<file path="src/rtl/mem_access_stage.sv">
// mem_access_stage: memory-access stage of a single-cycle MIPS datapath.
// Turns the execute-stage effective address and rt data into one
// request/acknowledge bus transfer (LB/LBU/LH/LHU/LW/SB/SH/SW). It holds the
// CPU with `stall` until the transfer completes, and it returns load data
// aligned and extended to the writeback mux.
//
// Optional feature: define MEM_ACCESS_TIMEOUT_EN to abort a request after
// TIMEOUT_CYCLES REQ cycles without bus_ack. The abort pulses bus_error and
// zeroes read_data. If the macro is not defined, REQ waits forever and
// bus_error is tied low.
//
// Bus handshake: bus_req rises together with bus_addr/bus_we/bus_be/bus_wdata.
// All of these hold steady until a rising edge that samples bus_ack high.
// bus_ack is a one-cycle completion strobe that also qualifies bus_rdata.
// bus_ack is ignored while no request is outstanding (IDLE or DONE).
//
// dbg_state_o exposes the FSM state: 0 = IDLE, 1 = REQ, 2 = DONE.
module mem_access_stage #(
  parameter int unsigned TIMEOUT_CYCLES = 16
) (
  input  logic        clock,
  input  logic        reset,
  input  logic [31:0] alu_result,
  input  logic [31:0] write_data,
  input  logic        mem_read,
  input  logic        mem_write,
  input  logic [1:0]  mem_size,
  input  logic        mem_unsigned,
  output logic        stall,
  output logic [31:0] read_data,
  output logic        misaligned,
  output logic        bus_error,
  output logic        bus_req,
  output logic        bus_we,
  output logic [31:0] bus_addr,
  output logic [3:0]  bus_be,
  output logic [31:0] bus_wdata,
  input  logic [31:0] bus_rdata,
  input  logic        bus_ack,
  output logic [1:0]  dbg_state_o
);

  typedef enum logic [1:0] {
    ST_IDLE = 2'd0,
    ST_REQ  = 2'd1,
    ST_DONE = 2'd2
  } state_e;

  state_e      state_q, state_d;
  logic        bus_req_q, bus_req_d;
  logic        bus_we_q, bus_we_d;
  logic [31:0] bus_addr_q, bus_addr_d;
  logic [3:0]  bus_be_q, bus_be_d;
  logic [31:0] bus_wdata_q, bus_wdata_d;
  logic [1:0]  off_q, off_d;
  logic [1:0]  size_q, size_d;
  logic        uns_q, uns_d;
  logic [31:0] read_data_q, read_data_d;
  logic        misaligned_q, misaligned_d;

  logic        req_byte, req_half, req_rw, aligned, access;
  logic [3:0]  req_be;
  logic [31:0] req_wdata;
  logic [31:0] rdata_shifted, load_data;

`ifdef MEM_ACCESS_TIMEOUT_EN
  localparam int unsigned CNT_W = $clog2(TIMEOUT_CYCLES + 1);
  localparam logic [CNT_W-1:0] CNT_LAST = CNT_W'(TIMEOUT_CYCLES - 1);
  logic [CNT_W-1:0] cnt_q, cnt_d;
  logic             bus_error_q, bus_error_d;
`endif

  // Decode the incoming access: alignment, byte enables, lane-replicated store data.
  always_comb begin
    req_byte = (mem_size == 2'b00);
    req_half = (mem_size == 2'b01);
    req_rw   = mem_read | mem_write;
    aligned  = req_byte
             | (req_half & ~alu_result[0])
             | (~req_byte & ~req_half & (alu_result[1:0] == 2'b00));
    access   = req_rw & aligned;
    if (req_byte) begin
      req_be    = 4'b0001 << alu_result[1:0];
      req_wdata = {4{write_data[7:0]}};
    end else if (req_half) begin
      req_be    = 4'b0011 << alu_result[1:0];
      req_wdata = {2{write_data[15:0]}};
    end else begin
      req_be    = 4'b1111;
      req_wdata = write_data;
    end
  end

  // Move the addressed lane down to bit 0, then sign- or zero-extend it for the latched size.
  always_comb begin
    rdata_shifted = bus_rdata >> {off_q, 3'b000};
    case (size_q)
      2'b00:   load_data = uns_q ? {24'b0, rdata_shifted[7:0]}
                                 : {{24{rdata_shifted[7]}}, rdata_shifted[7:0]};
      2'b01:   load_data = uns_q ? {16'b0, rdata_shifted[15:0]}
                                 : {{16{rdata_shifted[15]}}, rdata_shifted[15:0]};
      default: load_data = rdata_shifted;
    endcase
  end

  // FSM next-state and next-register logic.
  always_comb begin
    state_d      = state_q;
    bus_req_d    = bus_req_q;
    bus_we_d     = bus_we_q;
    bus_addr_d   = bus_addr_q;
    bus_be_d     = bus_be_q;
    bus_wdata_d  = bus_wdata_q;
    off_d        = off_q;
    size_d       = size_q;
    uns_d        = uns_q;
    read_data_d  = read_data_q;
    misaligned_d = 1'b0;
`ifdef MEM_ACCESS_TIMEOUT_EN
    cnt_d        = cnt_q;
    bus_error_d  = 1'b0;
`endif
    case (state_q)
      ST_IDLE: begin
        if (access) begin
          bus_req_d   = 1'b1;
          bus_we_d    = mem_write;
          bus_addr_d  = {alu_result[31:2], 2'b00};
          bus_be_d    = req_be;
          bus_wdata_d = req_wdata;
          off_d       = alu_result[1:0];
          size_d      = mem_size;
          uns_d       = mem_unsigned;
          state_d     = ST_REQ;
`ifdef MEM_ACCESS_TIMEOUT_EN
          cnt_d       = '0;
`endif
        end else if (req_rw) begin
          // Bad alignment: flag it and return zero, but never touch the bus.
          misaligned_d = 1'b1;
          read_data_d  = 32'b0;
        end
      end
      ST_REQ: begin
        if (bus_ack) begin
          bus_req_d = 1'b0;
          if (!bus_we_q) read_data_d = load_data;
          state_d = ST_DONE;
        end
`ifdef MEM_ACCESS_TIMEOUT_EN
        else if (cnt_q == CNT_LAST) begin
          bus_req_d   = 1'b0;
          bus_error_d = 1'b1;
          read_data_d = 32'b0;
          state_d     = ST_DONE;
        end else begin
          cnt_d = cnt_q + CNT_W'(1);
        end
`endif
      end
      ST_DONE: begin
        // The instruction retires on this edge; its inputs are still present,
        // so do not re-trigger from them.
        state_d = ST_IDLE;
      end
      default: state_d = ST_IDLE;
    endcase
  end

  // State and datapath registers with synchronous reset.
  always_ff @(posedge clock) begin
    if (reset) begin
      state_q      <= ST_IDLE;
      bus_req_q    <= 1'b0;
      bus_we_q     <= 1'b0;
      bus_addr_q   <= 32'b0;
      bus_be_q     <= 4'b0;
      bus_wdata_q  <= 32'b0;
      off_q        <= 2'b0;
      size_q       <= 2'b0;
      uns_q        <= 1'b0;
      read_data_q  <= 32'b0;
      misaligned_q <= 1'b0;
    end else begin
      state_q      <= state_d;
      bus_req_q    <= bus_req_d;
      bus_we_q     <= bus_we_d;
      bus_addr_q   <= bus_addr_d;
      bus_be_q     <= bus_be_d;
      bus_wdata_q  <= bus_wdata_d;
      off_q        <= off_d;
      size_q       <= size_d;
      uns_q        <= uns_d;
      read_data_q  <= read_data_d;
      misaligned_q <= misaligned_d;
    end
  end

`ifdef MEM_ACCESS_TIMEOUT_EN
  // Timeout counter and error pulse.
  always_ff @(posedge clock) begin
    if (reset) begin
      cnt_q       <= '0;
      bus_error_q <= 1'b0;
    end else begin
      cnt_q       <= cnt_d;
      bus_error_q <= bus_error_d;
    end
  end
  assign bus_error = bus_error_q;
`else
  logic [31:0] unused_timeout_cycles;
  assign unused_timeout_cycles = TIMEOUT_CYCLES;
  assign bus_error = 1'b0;
`endif

  // Stall covers the launching IDLE cycle and every REQ cycle. While reset is held in IDLE, stall is low.
  assign stall = ((state_q == ST_IDLE) & access & ~reset) | (state_q == ST_REQ);

  assign read_data   = read_data_q;
  assign misaligned  = misaligned_q;
  assign bus_req     = bus_req_q;
  assign bus_we      = bus_we_q;
  assign bus_addr    = bus_addr_q;
  assign bus_be      = bus_be_q;
  assign bus_wdata   = bus_wdata_q;
  assign dbg_state_o = state_q;

endmodule
</file>
<file path="config.mk">
export PLATFORM = sky130hd
export DESIGN_NAME = mem_access_stage
export DESIGN_NICKNAME = d
export VERILOG_FILES = /design/src/rtl/mem_access_stage.sv
export SDC_FILE = /design/constraint.sdc
export NUM_CORES = 1
export LEC_CHECK = 0
export CAP_MARGIN = 0
export CORE_ASPECT_RATIO = 0.5
export CORE_UTILIZATION = 55
export CTS_CLUSTER_SIZE = 14
export DETAILED_ROUTE_END_ITERATION = 6
export DONT_BUFFER_PORTS = 1
export GPL_ROUTABILITY_DRIVEN = 0
export PLACE_DENSITY = 0.75
export SYNTH_ARGS = -nofsm -noshare
export SYNTH_HDL_FRONTEND = slang
export SYNTH_SLANG_ARGS = --single-unit
</file>
<file path="constraint.sdc">
create_clock -name clock -period 4.1 [get_ports clock]
set_input_delay 0.82 -clock clock [delete_from_list [all_inputs] [get_ports clock]]
set_output_delay 0.82 -clock clock [all_outputs]
set_load 0.02 [all_outputs]
</file>
* Word-level counts from Yosys, hierarchy flattened
Cells that the tools add are included.
Cells by class: equal/unequal tests 8, multiplexer cells 19, bitwise logic cells 15, reduce and logical (&&, ||, !) cells 10, shifts and indexed selects 3
Operator list (number):
- 32-bit two-way mux | 8
- 32-bit one-hot mux with 2 select lines | 2
- 32-bit by 5-bit right shift with 32-bit output | 1
- 2-bit inequality test, second input constant | 5
- 2-bit zero test | 4
- 4-bit two-way mux | 2
- 1-bit AND | 6
- 2-bit by 1-bit equality test with 1-bit output, second input constant | 3
- 1-bit NOT | 5
- 5-bit AND reduction | 1
- 2-bit two-way mux | 2
- 1-bit OR | 4
- 2-bit one-hot mux with 2 select lines | 1
- 2-bit AND reduction | 2
- 1-bit by 2-bit left shift with 4-bit output, first input constant | 1
- 2-bit by 2-bit left shift with 4-bit output, first input constant | 1
- 1-bit two-way mux | 3
- 3-bit AND reduction | 1
- 3-bit OR reduction | 1
- 1-bit one-hot mux with 2 select lines | 1
- 2-bit nonzero test | 1
Word-level totals: flip-flop bits (word level) 108, input port bits 104, output and inout bits 107, word-level logic and storage cells 66

* Depth between registers and ports, before layout
Gate-level depths: netlist of the first run.
depth after elaboration 9, mapped depth 9, gate-level depth less buffers 6

* Least setup slack after synthesis of the first run
OpenSTA, ideal clock, no wires.
path kind input -> output, start point input port mem_size[0], end point output port stall, data arrival time 1.802 ns, required time 3.280 ns, cell stages on the path 5, setup slack 1.478 ns, path buffers 1, path through buf_2 and3b_1 nor4_1 nor2_1 nor2_1
On the way: word-level cells in the longest chain between the ends 9, elaborated cells on any way between the ends 13, classes of those cells eq/ne (1); bitwise (11); reduce/logical (1)
Ends and longest elaborated chain:
- start, declared | RTL line 27 | input logic [1:0] mem_size,
- 2-bit by 1-bit equality test with 1-bit output / 2-bit zero test (equally long branches) | RTL line 76, 75
- 1-bit NOT | RTL line 80 | | (~req_byte & ~req_half & (alu_result[1:0] == 2'b00));
- 1-bit AND (2 in series) | RTL line 80
- 1-bit OR * | RTL line 80
- 1-bit AND * | RTL line 81 | access = req_rw & aligned;
- 1-bit AND * (2 in series) | RTL line 218 | assign stall = ((state_q == ST_IDLE) & access & ~reset) | (state_q == ST_REQ);
- 1-bit OR * | RTL line 218
- end, declared | RTL line 29 | output logic stall,
Every way passes the cells marked *; elsewhere a longest branch is shown, timed or not.

* Worst setup path in the final report of the first run
start point input port alu_result[0], end point output port stall
On the way: word-level cells in the longest chain between the ends 8, elaborated cells on any way between the ends 10, classes of those cells bitwise (9); reduce/logical (1)
Ends and longest elaborated chain:
- start, declared | RTL line 23 | input logic [31:0] alu_result,
- 1-bit NOT | RTL line 79 | | (req_half & ~alu_result[0])
- 1-bit AND | RTL line 79
- 1-bit OR | RTL line 79
- 1-bit OR * | RTL line 80
- 1-bit AND * | RTL line 81
- 1-bit AND * (2 in series) | RTL line 218
- 1-bit OR * | RTL line 218
Marks and branches as above.

==> results of run 1 <==
logic make-up after synthesis:
logic type               synth area share (%)
adder cells (fa/ha/maj)                  1.01
flip-flops                               43.8
AO/OA/AOI/OAI                            23.6
AND/OR/NAND/NOR                          19.1
other                                  0.0759
buffers and inverters                    6.69
multiplexers                             5.75
sequential cells by signal, summed over array words and instances, names as in the netlist:
| name | count |
|---|---|
| bus_wdata | 32 |
| bus_be | 4 |
| bus_req | 1 |
| bus_addr | 30 |
| bus_we | 1 |
| misaligned | 1 |
| dbg_state_o | 2 |
| size_q | 2 |
| uns_q | 1 |
| read_data | 32 |
| off_q | 2 |
layer usage:
metal / up-vias / GRT usage (%) / share of wire [%]
met2: 206 / 44.0 / 49
li1: 2004 / - / -
met1: 1888 / 31.1 / 40
met3: 19 / 9.42 / 9.6
met5: - / 0 / 0
met4: 0 / 8.89 / 1.6
where the power goes:
part | switching, W | internal [W]
clock | 0.000388 | 0.000445
sequential | 0.000143 | 0.00112
combinational | 0.000187 | 0.000120
stage by stage:
stage                     power [W]  instances  cell area (um2)
after floorplan             0.00155        584             4950
after global placement      0.00159        660             4910
after detailed placement    0.00159        660             4910
after CTS                   0.00242        675             5190
after global routing        0.00251        675             5190
final                       0.00240        675             5190
worst max-delay path by stage:
| stage | start | slack (ns) | cells past startpoint | endpoint |
|---|---|---|---|---|
| floorplan | mem_size[0] | 1.48 | 5 | stall |
| global placement | alu_result[0] | 1.02 | 6 | stall |
| detailed placement | alu_result[0] | 0.98 | 6 | stall |
| CTS | alu_result[0] | 0.98 | 6 | stall |
| global route | alu_result[0] | 0.88 | 6 | stall |
| finish | alu_result[0] | 1.00 | 6 | stall |
worst min-delay path: cells and delay by family, from the launching register on:
family | cells | cell delay, ns
AO/OA/AOI/OAI | 1 | 0.05
flip-flops | 1 | 0.36
AND/OR/NAND/NOR | 1 | 0.07
area by class of cell:
type	count	share of cell area (%)
clock buffer	11	4.87
timing repair buffer	8	1.16
inverter	20	1.45
sequential	108	41.6
multi-input combinational	407	47.4
tap	117	2.82
clock inverter	4	0.627
cells in the final DEF (no fill, tap or decap), types with 8 or more instances in the layout:
master / instances
a22o_1: 8
clkbuf_16: 9
inv_1: 19
buf_4: 8
a221o_1: 16
dfxtp_1: 108
o21ai_0: 19
a21oi_1: 60
nor2_1: 23
nand2_1: 146
a22oi_1: 9
o211ai_1: 8
mux2i_1: 25
nor4b_1: 8
a311oi_1: 11
==> results.ini, run 1 <==
[outcome]
status = complete, no violations

[worst_setup_path]
cp_cell_sequence = inv_1 > ha_1 > nor2b_1 > nor4_1 > nor2_1 > nor2_1
slowest_stage = ha_1
critical_path_arrival_ns = 2.28
path_buf_inv = 1
required_ns = 3.28
critical_path.max_fanout = 19
rr_worst_depth = 5
startpoint_type = input port
cp_top_family = simple AND/OR/NAND/NOR gates
end_kind = output pin
rrSetupSlack_ns = 1.73
critPathKind = in -> out
cpMostUsedCell = nor2_1
timing.critical_path.slowest_cell_delay_ns = 0.56
r2r-end = read_data[13]$_SDFFE_PP0P_
r2r_start = off_q[1]$_SDFFE_PP0P_

[pwr]
power.density_mw_per_mm2 = 463
power.leakage_nw = 1.95
peakVddDrop_uv = 238

[clocking]
tritoncts = built
hold_buffers = 0
numCtsBuffers = 9
clock_path_buffers = 2
h-tree-depth = 3
ctsResizeCount = 0
post_cts_buffers = 0
root_buffer = clkbuf_16
path_clk_slew_ns = 0.07
clock-sinks = 108
clk-insertion-delay-late_ns = 0.35

[grt]
grt_max_degree = 86
grt_pass1_vias = 3756
overflow = 0
grt_pass1_wl_um = 19400
grt_util_all_layers_pct = 26.3
antenna_found_initial = 0

[logic_synthesis]
ys_seq_area_share_pct = 43.8
synth_edf_count = 0
synthTopCellsByArea = dfxtp_1, nand2_1, a21oi_1
synth_commonest_cells = nand2_1, dfxtp_1, a21oi_1
yosysWarnings = 0
ys.flop_type = dfxtp_1
yosys.area.top_type = dfxtp_1
avgSynthCellArea_um2 = 8.49
async_flop_share_pct = 0
yosys.area.top_type_share_pct = 43.8
ys_seq_elements = 108
netlist_area_mm2 = 0.00494
synth_most_common_cell = nand2_1
synthCells = 582
ys_types = 54

[sta]
rsz0062_at_grt = no
min_period_over_period_pct = 75.6
fin_worst_skew_ns = 0.00659
fin_ws_ns = 1.00
fmax_mhz = 323
setup_viol = 0
tns_ns = 0
fin_crit_ns = 3.10
relSlewSlack_pct = 37.8
holdWs_ns = 0.521
final-hold-violation-count = 0
tightest_slew_ns = 0.926
report.final.slew_viol_count = 0

[layout]
finish.utilization_pct = 59.6
nets = 662
nFillCells = 784
drive_above_1_share_pct = 6.45
multiInputGateArea_mm2 = 0.00246
regArea_mm2 = 0.00216
areaGrowthSynthToFinish_pct = 5.12
n_antenna_cell = 0

[die]
die_area_mm2 = 0.00939
design.core.area_mm2 = 0.00871
rows = 24
initial_core_util_pct = 56.7
die_h_um = 69.0
ios = 211
fp.dieW_um = 136

[drt]
drtAntennaViolNets = 0
dr.pass1.iters = 4
viasPerCell = 6.10
via_count = 4117
remaining_drc_errors = 0
wl_per_cell_um = 18.4
drtIter0Drc = 269
wirelength_um = 12400

[flow_run]
maxCapViolCount = 0

[hold_path]
hold_start = off_q[1]$_SDFFE_PP0P_
hold_path_class = reg -> reg
min_delay_worst_endpoint = off_q[1]$_SDFFE_PP0P_
holdPathStages = 2

[placed_design]
io_buffer_count = 0
dp_hpwl_um = 8690
dp_slack_ns = 0.978

Power figures use the tool's default switching activity.
==> run 2: changes to the inputs <==
Settings changed: PLACE_DENSITY 0.75 to 0.78.
Clock period 4.1 ns to 2.5 ns, I/O delays scaled along.
==> results.ini, run 2 (synthesis gave the netlist of run 1 again) <==
[outcome]
status = complete, no violations

[clocking]
hold_buffers = 0
ctsResizeCount = 0
tritoncts = built
numCtsBuffers = 9
h-tree-depth = 3
clk-insertion-delay-late_ns = 0.35
clock_path_buffers = 2
path_clk_slew_ns = 0.07
post_cts_buffers = 0
clock-sinks = 108
root_buffer = clkbuf_16

[sta]
relSlewSlack_pct = 40.4
fin_ws_ns = 0.333
tns_ns = 0
min_period_over_period_pct = 86.7
final-hold-violation-count = 0
fin_crit_ns = 2.17
setup_viol = 0
report.final.slew_viol_count = 0
fin_worst_skew_ns = 0.0116
tightest_slew_ns = 0.894
fmax_mhz = 461
rsz0062_at_grt = no

[grt]
grt_pass1_wl_um = 19700
antenna_found_initial = 0
grt_util_all_layers_pct = 26.5
grt_pass1_vias = 3960
overflow = 0
grt_max_degree = 86

[layout]
n_antenna_cell = 0
drive_above_1_share_pct = 7.76
nFillCells = 763
final_common_cell = nand2_1
regArea_mm2 = 0.00216
multiInputGateArea_mm2 = 0.00246
layout_common_cells = nand2_1, dfxtp_1, a21oi_1, mux2i_1, nor2_1
nets = 670
areaGrowthSynthToFinish_pct = 6.61

[worst_setup_path]
startpoint_type = flip-flop
critical_path.max_fanout = 13
critPathKind = reg -> reg
rr_worst_depth = 5
required_ns = 2.79
critical_path_arrival_ns = 2.45
end_kind = flip-flop

[drt]
drtIter0Drc = 317
via_count = 4199
wl_per_cell_um = 18.4
dr.pass1.iters = 5
wirelength_um = 12600
drtAntennaViolNets = 0
viasPerCell = 6.14
remaining_drc_errors = 0

[pwr]
power.leakage_nw = 2.00
power.density_mw_per_mm2 = 754
peakVddDrop_uv = 390

[flow_run]
maxCapViolCount = 0

[die]
die_h_um = 69.0
initial_core_util_pct = 56.7
rows = 24
die_area_mm2 = 0.00939
design.core.area_mm2 = 0.00871
fp.dieW_um = 136
ios = 211

[placed_design]
dp_hpwl_um = 8820
io_buffer_count = 0
dp_slack_ns = 0.324

[hold_path]
hold_path_class = in -> reg
holdPathStages = 1

[run 2: cell count changes in the layout (fill, tap and decap cells not counted), sizes merged]
cell and delta:
buf +8, clkbuf +1, clkinvlp -1, inv +1
[run 2: final cells by class]
cell class              instances  area share (%)
inverters                      20            1.43
repair buffers                 16            2.52
clock buffers                  12            4.87
well taps                     117            2.78
multi-input cells             407            46.8
flip-flops and latches        108            41.1
clock inverters                 4           0.570
[run 2: path summary, 6_finish.rpt]
| path | slack (ns) | endpoint | start |
|---|---|---|---|
| worst min-delay path | 0.22 | bus_wdata[4]$_SDFFE_PP0P_ | reset |
| worst min register to register | 0.52 | uns_q$_SDFFE_PP0P_ | uns_q$_SDFFE_PP0P_ |
| worst max register to register | 0.33 | read_data[17]$_SDFFE_PP0P_ | dbg_state_o[0]$_SDFFE_PP0P_ |
| worst max-delay path | 0.33 | read_data[17]$_SDFFE_PP0P_ | dbg_state_o[0]$_SDFFE_PP0P_ |
[run 2: per-stage QoR]
step / power (W) / hold slack, ns / instance area [um2] / std cells / util, %
final: 0.00397 / 0.223 / 5270 / 684 / 60.5
after global routing: 0.00415 / 0.216 / 5270 / 684 / 60.5
after CTS: 0.00399 / 0.212 / 5270 / 684 / 60.5
after detailed placement: 0.00264 / 0.511 / 4980 / 668 / 57.2
after global placement: 0.00262 / 0.503 / 4980 / 668 / 57.2
after floorplan: 0.00254 / 0.493 / 4950 / 584 / -
[run 2: power breakdown]
group,internal [W],total (W),leakage [nW],switching [W]
clock,0.000737,0.00137,0.140,0.000634
combinational,0.000212,0.000526,0.977,0.000315
sequential,0.00184,0.00207,0.883,0.000233
[run 2: worst max-delay path, cell delays in order (launching register included)]
cell	delay, ns
dfxtp_1	0.60
or2_1	0.23
a211oi_4	0.06
nor3_2	0.71
buf_4	0.33
a221o_1	0.17
[run 2: per-layer routing]
metal  track usage [%]  share of wire (%)
met1              31.1                 41
met2              45.0                 48
met3              8.46                9.1
met4              10.1                2.2
met5                 0                  0
